<file path="src/rtl/keypad_frame_tx_pkg.sv">
// Shared constants and TX state encoding for the keypad frame transmitter.
package keypad_frame_tx_pkg;

    localparam logic [7:0] ASCII_ZERO = 8'h30;
    localparam logic [7:0] FRAME_TERM = 8'h0D;
    localparam int         FRAME_LEN  = 5;

    typedef enum logic [1:0] {
        IDLE  = 2'd0,
        START = 2'd1,
        DATA  = 2'd2,
        STOP  = 2'd3
    } tx_state_t;

    function automatic logic [7:0] to_ascii(input logic [3:0] d);
        return ASCII_ZERO + {4'd0, d};
    endfunction

endpackage

</file>
<file path="src/rtl/keypad_frame_tx_uart_byte_tx.sv">
// 8N1 byte serialiser; ready rises in the last stop-bit cycle so the
// next byte can follow with no idle gap.
module uart_byte_tx
    import keypad_frame_tx_pkg::*;
#(
    parameter int DIV = 16
) (
    input  logic       clk,
    input  logic       reset,
    input  logic [7:0] data,
    input  logic       start,
    output logic       txd,
    output logic       ready
);

    localparam int CW = $clog2(DIV);
    localparam logic [CW-1:0] LAST = CW'(DIV - 1);

    tx_state_t   state;
    tx_state_t   state_nx;
    logic [CW-1:0] cnt;
    logic [2:0]  bit_idx;
    logic [7:0]  shreg;
    logic        bit_end;
    logic        load;

    assign bit_end = (cnt == LAST);
    assign load    = start && ready;

    always_ff @(posedge clk) begin
        if (reset) begin
            state <= IDLE;
        end else begin
            state <= state_nx;
        end
    end

    always_comb begin
        state_nx = state;
        unique case (state)
            IDLE:  if (start) state_nx = START;
            START: if (bit_end) state_nx = DATA;
            DATA: begin
                if (bit_end && bit_idx == 3'd7) begin
                    state_nx = STOP;
                end
            end
            STOP: begin
                if (bit_end) begin
                    state_nx = start ? START : IDLE;
                end
            end
            default: state_nx = IDLE;
        endcase
    end

    always_comb begin
        txd   = 1'b1;
        ready = 1'b0;
        unique case (state)
            IDLE:    ready = 1'b1;
            START:   txd   = 1'b0;
            DATA:    txd   = shreg[0];
            STOP:    ready = bit_end;
            default: ready = 1'b0;
        endcase
    end

    // Counter restarts at every bit boundary and sits at zero in IDLE.
    always_ff @(posedge clk) begin
        if (reset) begin
            cnt     <= '0;
            bit_idx <= '0;
            shreg   <= '0;
        end else begin
            if (state == IDLE || bit_end) begin
                cnt <= '0;
            end else begin
                cnt <= cnt + 1'b1;
            end
            if (load) begin
                shreg   <= data;
                bit_idx <= '0;
            end else if (state == DATA && bit_end) begin
                shreg   <= {1'b0, shreg[7:1]};
                bit_idx <= bit_idx + 1'b1;
            end
        end
    end

endmodule

</file>
<file path="src/rtl/keypad_frame_tx.sv">
// Keypad entry buffer plus 5-byte ASCII frame sender over UART 8N1.
module keypad_frame_tx
    import keypad_frame_tx_pkg::*;
#(
    parameter int CLK_FREQ = 50000000,
    parameter int BAUD     = 9600
) (
    input  logic       clk,
    input  logic       reset,
    input  logic [3:0] num,
    input  logic       numPressed,
    input  logic       clear,
    input  logic       submit,
    output logic [3:0] num1,
    output logic [3:0] num2,
    output logic [3:0] num3,
    output logic [3:0] num4,
    output logic       txd,
    output logic       busy,
    output logic       done
);

    localparam int DIV = CLK_FREQ / BAUD;
    localparam int FW  = (FRAME_LEN - 1) * 8;

    logic [FW-1:0] frame;
    logic [2:0]    byte_idx;
    logic          accept;
    logic          byte_end;
    logic          last_byte;
    logic          tx_start;
    logic          tx_ready;
    logic [7:0]    tx_data;

    assign accept    = submit && !clear && !busy && !done;
    assign byte_end  = busy && tx_ready;
    assign last_byte = (byte_idx == 3'(FRAME_LEN - 1));
    assign tx_start  = accept || (byte_end && !last_byte);
    assign tx_data   = accept ? to_ascii(num1) : frame[FW-1 -: 8];

    always_ff @(posedge clk) begin
        if (reset || clear) begin
            num1 <= '0;
            num2 <= '0;
            num3 <= '0;
            num4 <= '0;
        end else if (numPressed && !submit && num <= 4'd9) begin
            num1 <= num2;
            num2 <= num3;
            num3 <= num4;
            num4 <= num;
        end
    end

    // First byte goes straight to the serialiser; the rest wait here.
    always_ff @(posedge clk) begin
        if (reset) begin
            busy     <= 1'b0;
            done     <= 1'b0;
            byte_idx <= '0;
            frame    <= '0;
        end else begin
            done <= 1'b0;
            if (accept) begin
                busy     <= 1'b1;
                byte_idx <= '0;
                frame    <= {to_ascii(num2), to_ascii(num3),
                             to_ascii(num4), FRAME_TERM};
            end else if (byte_end) begin
                if (last_byte) begin
                    busy <= 1'b0;
                    done <= 1'b1;
                end else begin
                    byte_idx <= byte_idx + 1'b1;
                    frame    <= frame << 8;
                end
            end
        end
    end

    uart_byte_tx #(
        .DIV(DIV)
    ) u_tx (
        .clk   (clk),
        .reset (reset),
        .data  (tx_data),
        .start (tx_start),
        .txd   (txd),
        .ready (tx_ready)
    );

endmodule

</file>
<file path="config.mk">
export PLATFORM = sky130hd
export DESIGN_NAME = keypad_frame_tx
export DESIGN_NICKNAME = d
export VERILOG_FILES = /design/src/rtl/keypad_frame_tx_pkg.sv /design/src/rtl/keypad_frame_tx_uart_byte_tx.sv /design/src/rtl/keypad_frame_tx.sv
export SDC_FILE = /design/constraint.sdc
export NUM_CORES = 1
export LEC_CHECK = 0
export CORE_MARGIN = 4
export CORE_UTILIZATION = 56
export CTS_CLUSTER_DIAMETER = 40
export DETAILED_ROUTE_END_ITERATION = 10
export MAX_ROUTING_LAYER = met4
export PLACE_DENSITY = 0.78
export SLEW_MARGIN = 40
export SYNTH_ARGS = -nofsm -noshare
export SYNTH_HDL_FRONTEND = slang
export SYNTH_HIERARCHICAL = 1
export SYNTH_SLANG_ARGS = --single-unit
</file>
<file path="constraint.sdc">
create_clock -name clk -period 2.95 [get_ports clk]
set_clock_uncertainty 0.05 [all_clocks]
set_input_delay 0.295 -clock clk [delete_from_list [all_inputs] [get_ports clk]]
set_output_delay 0.295 -clock clk [all_outputs]
set_load 0.005 [all_outputs]
</file>
==> results of run 1 <==
area by class of cell:
cell class              instances  area (um2)
well taps                      67        83.8
clock inverters                 2        37.5
clock buffers                  14         183
flip-flops and latches         62        1240
repair buffers                 34         323
multi-input cells             222        1490
fillers                       377        1440
inverters                      12        45.0
worst max path at each step:
stage,start,to,slack (ps),cells after the start
global route,u_tx/cnt[0]$_SDFF_PP0_,u_tx/state[0]$_SDFFE_PP0P_,20,12
CTS,u_tx/cnt[0]$_SDFF_PP0_,u_tx/state[0]$_SDFFE_PP0P_,120,12
floorplan,u_tx/cnt[0]$_SDFF_PP0_,u_tx/state[0]$_SDFFE_PP0P_,230,13
detailed placement,u_tx/cnt[0]$_SDFF_PP0_,u_tx/state[0]$_SDFFE_PP0P_,150,12
finish,u_tx/cnt[0]$_SDFF_PP0_,u_tx/state[0]$_SDFFE_PP0P_,260,12
global placement,u_tx/cnt[0]$_SDFF_PP0_,u_tx/state[0]$_SDFFE_PP0P_,260,12
logic make-up (layout without fill, tap and decap cells):
family,after synthesis,in the layout,synth area share [%]
simple gates,104,104,19.8
fa+ha+maj,9,9,3.93
mux,19,19,6.95
other cells,1,2,0.131
compound gates,76,76,17.1
xor+xnor,12,12,3.67
buf+inv,31,62,5.07
flops,62,62,43.4
through the flow:
step / utilization (%) / area, um2 / setup WS [ps] / power [mW] / hold slack [ps]
global route: 70.2 / 3400 / 20.6 / 2.39 / 436
floorplan: - / 2870 / 231 / 1.33 / 324
CTS: 70.0 / 3390 / 122 / 2.24 / 398
finish: 70.2 / 3400 / 262 / 2.25 / 398
detailed placement: 65.4 / 3170 / 151 / 1.44 / 389
global placement: 65.4 / 3170 / 256 / 1.43 / 381
registers in the layout, indices dropped and copies added, names as in the netlist:
| signal | flops |
|---|---|
| busy | 1 |
| byte_idx | 3 |
| done | 1 |
| frame | 15 |
| num1 | 4 |
| num2 | 4 |
| num3 | 4 |
| num4 | 4 |
| u_tx/bit_idx | 3 |
| u_tx/cnt | 13 |
| u_tx/shreg | 8 |
| u_tx/state | 2 |
Yosys cell counts, types with 2 or more instances:
library cell | instances | area, um2
xor2_1 | 7 | 61.3
nor4b_4 | 2 | 47.6
mux2_2 | 7 | 78.8
buf_6 | 3 | 33.8
clkbuf_1 | 13 | 48.8
nand4_1 | 4 | 25.0
o21ai_0 | 24 | 120
inv_1 | 12 | 45.0
o221a_1 | 3 | 33.8
nor2_1 | 30 | 113
o32ai_1 | 4 | 35.0
mux2i_1 | 12 | 120
nand2b_1 | 2 | 12.5
nor3_1 | 7 | 35.0
nand2_1 | 17 | 63.8
nor2b_1 | 3 | 18.8
a311oi_1 | 3 | 26.3
dfxtp_1 | 62 | 1240
a211oi_1 | 5 | 37.5
xnor2_1 | 5 | 43.8
a21oi_1 | 23 | 115
buf_2 | 2 | 10.0
nand3_1 | 24 | 120
a31oi_1 | 4 | 25.0
ha_1 | 9 | 113
repair_timing:
action | CTS | global route
resized for setup | 0 | 5
buffers inserted | 0 | 0
hold buffers | 0 | 0
endpoints found under the setup margin | 0 | 1
power groups by stage:
stage / sequential [mW] / combinational [mW] / clock (mW)
3_5_place_dp: 0.961 / 0.482 / 0
6_report: 0.943 / 0.505 / 0.806
3_3_place_gp: 0.957 / 0.475 / 0
2_1_floorplan: 0.950 / 0.381 / 0
5_1_grt: 0.951 / 0.566 / 0.874
4_1_cts: 0.942 / 0.485 / 0.817
metal layers:
layer	global-route usage [%]	routed length (um)	up-vias	part of all wire, %
li1	-	-	1184	-
met1	27.5	2800	1091	46
met3	7.79	404	5	6.7
met4	8.25	56	0	0.92
met5	-	0	-	0
met2	33.6	2810	72	46
cells in the final DEF, fill, tap and decap left out, drive strengths merged, types with 5 or more instances in the layout:
master	netlist	layout
mux2	7	7
nor3	7	7
a21oi	24	24
nor2	30	30
xnor2	5	5
ha	9	9
inv	12	12
nand3	25	25
clkdlybuf4s50	0	27
xor2	7	7
a211oi	5	5
buf	6	7
o21ai	25	25
mux2i	12	12
nand2	17	17
dfxtp	62	62
clkbuf	13	14
==> flow_metrics.env, run 1 <==
export IMPL_critPathMaxStageDelay_ps=460
export IMPL_num_antenna_cells=0
export IMPL_grt_usage_pct=22.3
export IMPL_p_int_mw=1.61
export IMPL_period_share_pct=91.1
export IMPL_cts_sinks=62
export IMPL_cts_made_buffers=9
export IMPL_core_area_mm2=0.00485
export IMPL_dieArea_mm2=0.00632
export IMPL_dr_pass1_iters=4
export IMPL_timing_rr_start="u_tx/cnt[0]$_SDFF_PP0_"
export IMPL_criticalPathCategory="flop to flop"
export IMPL_maxSlewViolCount=0
export IMPL_clkTransAtPathRegs_ps=70
export IMPL_gp_routability_congestion=0.783
export IMPL_maxCapViolations=0
export IMPL_initial_core_util_pct=59.0
export IMPL_path_cells="ha_1 -> and4b_2 -> a41oi_2 -> nor2_2 -> and2_4 -> a21oi_2 -> inv_1 -> nor2b_1 -> or4_1 -> o31ai_4 -> o21ai_1 -> a221oi_2"
export IMPL_slowest_stage="or4_1"
export IMPL_vias=2352
export IMPL_holdPathStages=1
export IMPL_hold_viol_final=0
export IMPL_vias_per_cell=5.69
export IMPL_async_flop_share_pct=0
export IMPL_synth_seq_area_share_pct=43.4
export IMPL_drive_gt1_share_pct=12.7
export IMPL_rows=25
export IMPL_hp_start="u_tx/cnt[0]$_SDFF_PP0_"
export IMPL_clock_path_buffers=2
export IMPL_drtIter0Drc=115
export IMPL_ioPinCount=28
export IMPL_path_max_fanout=9
export IMPL_cp_start_kind="flop"
export IMPL_p_per_area_mw_per_mm2=662
export IMPL_drt_total_wl_um=6070
export IMPL_critPathRequiredTime_ps=3150
export IMPL_status="complete, no violations"
export IMPL_crit_buf_inv=1
export IMPL_sequentialPowerShare_pct=41.8
export IMPL_clkPwrFrac_pct=35.8
export IMPL_insertion_delay_ps=340
export IMPL_grt_ovfl_total=0
export IMPL_min_path_type="flop to flop"
export IMPL_wl_per_cell_um=14.7
export IMPL_grt_max_degree=22
export IMPL_crit_arrival_ps=2890
export IMPL_die_h_um=79.5
export IMPL_p_comb_share_pct=22.4
export IMPL_rsz0062_at_grt="no"
export IMPL_reg2reg_depth=12
export IMPL_root_buffer="clkbuf_8"
export IMPL_swShare_pct=28.7
export IMPL_vdd_ir_drop_max_uv=362
export IMPL_io_buffers=27
export IMPL_cts_tree="done"
export IMPL_leakage_nw=1.22
export IMPL_place_detailed_hpwl_um=4130
export IMPL_path_delay_family="simple AND/OR/NAND/NOR gates"
export IMPL_area_growth_pct=18.9
export IMPL_avgSynthCellArea_um2=9.12
export IMPL_synth_edf_count=0
export IMPL_switching_power_uw=647
export IMPL_nets=359
export IMPL_die_x_um=79.5
export IMPL_final_cells=413
export IMPL_maxSlewHeadroom_pct=60.7
export IMPL_synth_cell_types=52
export IMPL_ys_flop_type="dfxtp_1"
export IMPL_yosys_warnings=6
export IMPL_timing_setup_tns_ps=0
export IMPL_worst_setup_path_end_kind="flop"
export IMPL_reg2reg_to="u_tx/state[0]$_SDFFE_PP0P_"
export IMPL_syn_inst=314
export IMPL_grt_first_pass_wirelength_um=10700
export IMPL_synthesis_area_mm2=0.00286
export IMPL_dp_cells=397
export IMPL_drc=0
export IMPL_setup_viol=0
export IMPL_ys_ff_latch=62
export IMPL_antenna_found_initial=0
export IMPL_ant_nets=0
export IMPL_min_to="u_tx/cnt[0]$_SDFF_PP0_"
export IMPL_grt_pass1_vias=2285
export IMPL_worstMarginPinSlew_ps=588
export IMPL_max_clock_freq_mhz=372
export IMPL_htree_levels=3
export IMPL_reg2reg_slack_ps=260
export IMPL_period_needed_ps=2690
Power figures use the tool's default switching activity.
==> inputs of run 2 (changes only) <==
--- a/config.mk
+++ b/config.mk
@@ -5,12 +5,13 @@
 export SDC_FILE = /design/constraint.sdc
 export NUM_CORES = 1
 export LEC_CHECK = 0
+export CAP_MARGIN = 20
 export CORE_MARGIN = 4
 export CORE_UTILIZATION = 56
 export CTS_CLUSTER_DIAMETER = 40
 export DETAILED_ROUTE_END_ITERATION = 10
 export MAX_ROUTING_LAYER = met4
-export PLACE_DENSITY = 0.78
+export PLACE_DENSITY = 0.82
 export SLEW_MARGIN = 40
 export SYNTH_ARGS = -nofsm -noshare
 export SYNTH_HDL_FRONTEND = slang
==> flow_metrics.env, run 2 (same netlist as run 1, synthesis figures left out) <==
export IMPL_status="complete, no violations"
export IMPL_die_x_um=79.5
export IMPL_p_total_mw=2.19
export IMPL_largestRegisters="frame: 15 flops, u_tx/cnt: 13 flops, u_tx/shreg: 8 flops"
export IMPL_dr_pass1_iters=4
export IMPL_insertion_delay_ps=350
export IMPL_initial_core_util_pct=59.0
export IMPL_period_share_pct=96.4
export IMPL_period_needed_ps=2840
export IMPL_die_h_um=79.5
export IMPL_grt_usage_pct=21.5
export IMPL_crit_arrival_ps=3040
export IMPL_dp_cells=396
export IMPL_layout_common_cells="dfxtp_1 (62), nor2_1 (30), clkdlybuf4s50_1 (27), o21ai_0 (24), nand3_1 (24)"
export IMPL_worstMarginPinSlew_ps=650
export IMPL_gp_routability_congestion=0.830
export IMPL_largest_register_ffs=15
export IMPL_vdd_ir_drop_max_uv=290
export IMPL_maxSlewHeadroom_pct=56.5
export IMPL_dieArea_mm2=0.00632
export IMPL_wl_per_cell_um=14.8
export IMPL_critPathMaxStageDelay_ps=450
export IMPL_clock_path_buffers=2
export IMPL_criticalPathCategory="flop to flop"
export IMPL_area_growth_pct=17.5
export IMPL_ioPinCount=28
export IMPL_critPathRequiredTime_ps=3150
export IMPL_max_clock_freq_mhz=352
export IMPL_cts_made_buffers=9
export IMPL_min_path_type="flop to flop"
export IMPL_rows=25
export IMPL_maxCapViolations=0
export IMPL_crit_buf_inv=1
export IMPL_timing_setup_tns_ps=0
export IMPL_path_cells="ha_1 -> and4b_1 -> a41oi_2 -> nor2_1 -> and2_4 -> a21oi_2 -> inv_1 -> nor2b_1 -> or4_1 -> o31ai_4 -> o21ai_0 -> a221oi_1"
export IMPL_post_cts_buffers=0
export IMPL_path_delay_family="simple AND/OR/NAND/NOR gates"
export IMPL_regMostFlops="frame"
export IMPL_num_antenna_cells=0
export IMPL_cts_tree="done"
export IMPL_final_common_cell="dfxtp_1"
export IMPL_pre_cts_ws_ps=131
export IMPL_drt_total_wl_um=6120
export IMPL_worst_setup_path_end_kind="flop"
export IMPL_path_max_fanout=9
export IMPL_place_detailed_hpwl_um=4100
export IMPL_grt_ovfl_total=0
export IMPL_io_buffers=27
export IMPL_clkTransAtPathRegs_ps=70
export IMPL_final_cells=412
export IMPL_hold_viol_final=0
export IMPL_ant_nets=0
export IMPL_slowest_stage="or4_1"
export IMPL_antenna_found_initial=0
export IMPL_core_area_mm2=0.00485
export IMPL_maxSlewViolCount=0
export IMPL_grt_pass1_vias=2307
export IMPL_setup_viol=0
export IMPL_p_per_area_mw_per_mm2=650
export IMPL_grt_max_degree=22
export IMPL_drive_gt1_share_pct=11.9
export IMPL_grt_first_pass_wirelength_um=10300
export IMPL_post_route_util_pct=69.4
export IMPL_setup_ws_ps=106
export IMPL_drc=0
export IMPL_vias=2347
export IMPL_vias_per_cell=5.70
export IMPL_fillers=370
export IMPL_cp_start_kind="flop"
export IMPL_nets=358
export IMPL_htree_levels=3
export IMPL_root_buffer="clkbuf_8"
export IMPL_drtIter0Drc=147
export IMPL_cts_sinks=62
export IMPL_leakage_nw=1.21
==> run 2: changes by cell type in the layout (fill, tap and decap cells not counted) <==
| cell | delta |
|---|---|
| clkbuf_1 | -1 |
| a221oi_1 | +1 |
| inv_6 | +1 |
| and4b_2 | -1 |
| o21ai_1 | -1 |
| buf_4 | -1 |
| a221oi_2 | -1 |
| and4b_1 | +1 |
| clkinv_2 | +2 |
| clkbuf_8 | -4 |
| clkinv_4 | +2 |
| o21ai_0 | +1 |
| nor2_2 | -1 |
| nor2_1 | +1 |
==> run 2: what timing repair did <==
action | in CTS | in global routing
gates resized for setup | 0 | 1
hold buffers | 0 | 0
setup endpoints to repair | 0 | 2
==> run 2: cell type report <==
cell class              instances  area [um2]  share of cell area (%)
well taps                      67        83.8                    2.49
clock inverters                 7        73.8                    2.19
repair buffers                 33         315                    9.37
clock buffers                   9         124                    3.68
flip-flops and latches         62        1240                    36.9
inverters                      12        45.0                    1.34
multi-input cells             222        1480                    44.0
==> run 2: power breakdown <==
part,internal (mW),switching [mW]
logic,0.214,0.277
registers,0.903,0.0400
clock network,0.392,0.360
total,1.51,0.677
==> run 2: final timing paths <==
| check | from | end | slack, ps | cells past startpoint |
|---|---|---|---|---|
| worst min register to register | u_tx/cnt[0]$_SDFF_PP0_ | u_tx/cnt[0]$_SDFF_PP0_ | 400 | 1 |
| worst max register to register | u_tx/cnt[0]$_SDFF_PP0_ | u_tx/state[0]$_SDFFE_PP0P_ | 110 | 12 |
| worst min-delay path | u_tx/cnt[0]$_SDFF_PP0_ | u_tx/cnt[0]$_SDFF_PP0_ | 400 | 1 |
| worst max-delay path | u_tx/cnt[0]$_SDFF_PP0_ | u_tx/state[0]$_SDFFE_PP0P_ | 110 | 12 |
==> run 2: through the flow <==
stage                     hold slack (ps)  area [um2]
final                                 398        3360
after floorplan                       324        2870
after detailed placement              388        3170
after CTS                             399        3360
after global placement                381        3170
after global routing                  448        3360
==> run 2: routing by layer <==
layer  wire (um)  GRT usage, %  vias to the layer above  part of all wire, %
met5           0             -                        -                    0
met4         125          11.0                        0                  2.0
met3         293          5.42                       12                  4.8
met2        2860          33.8                       56                   47
met1        2840          25.5                     1110                   46
li1            -             -                     1169                    -
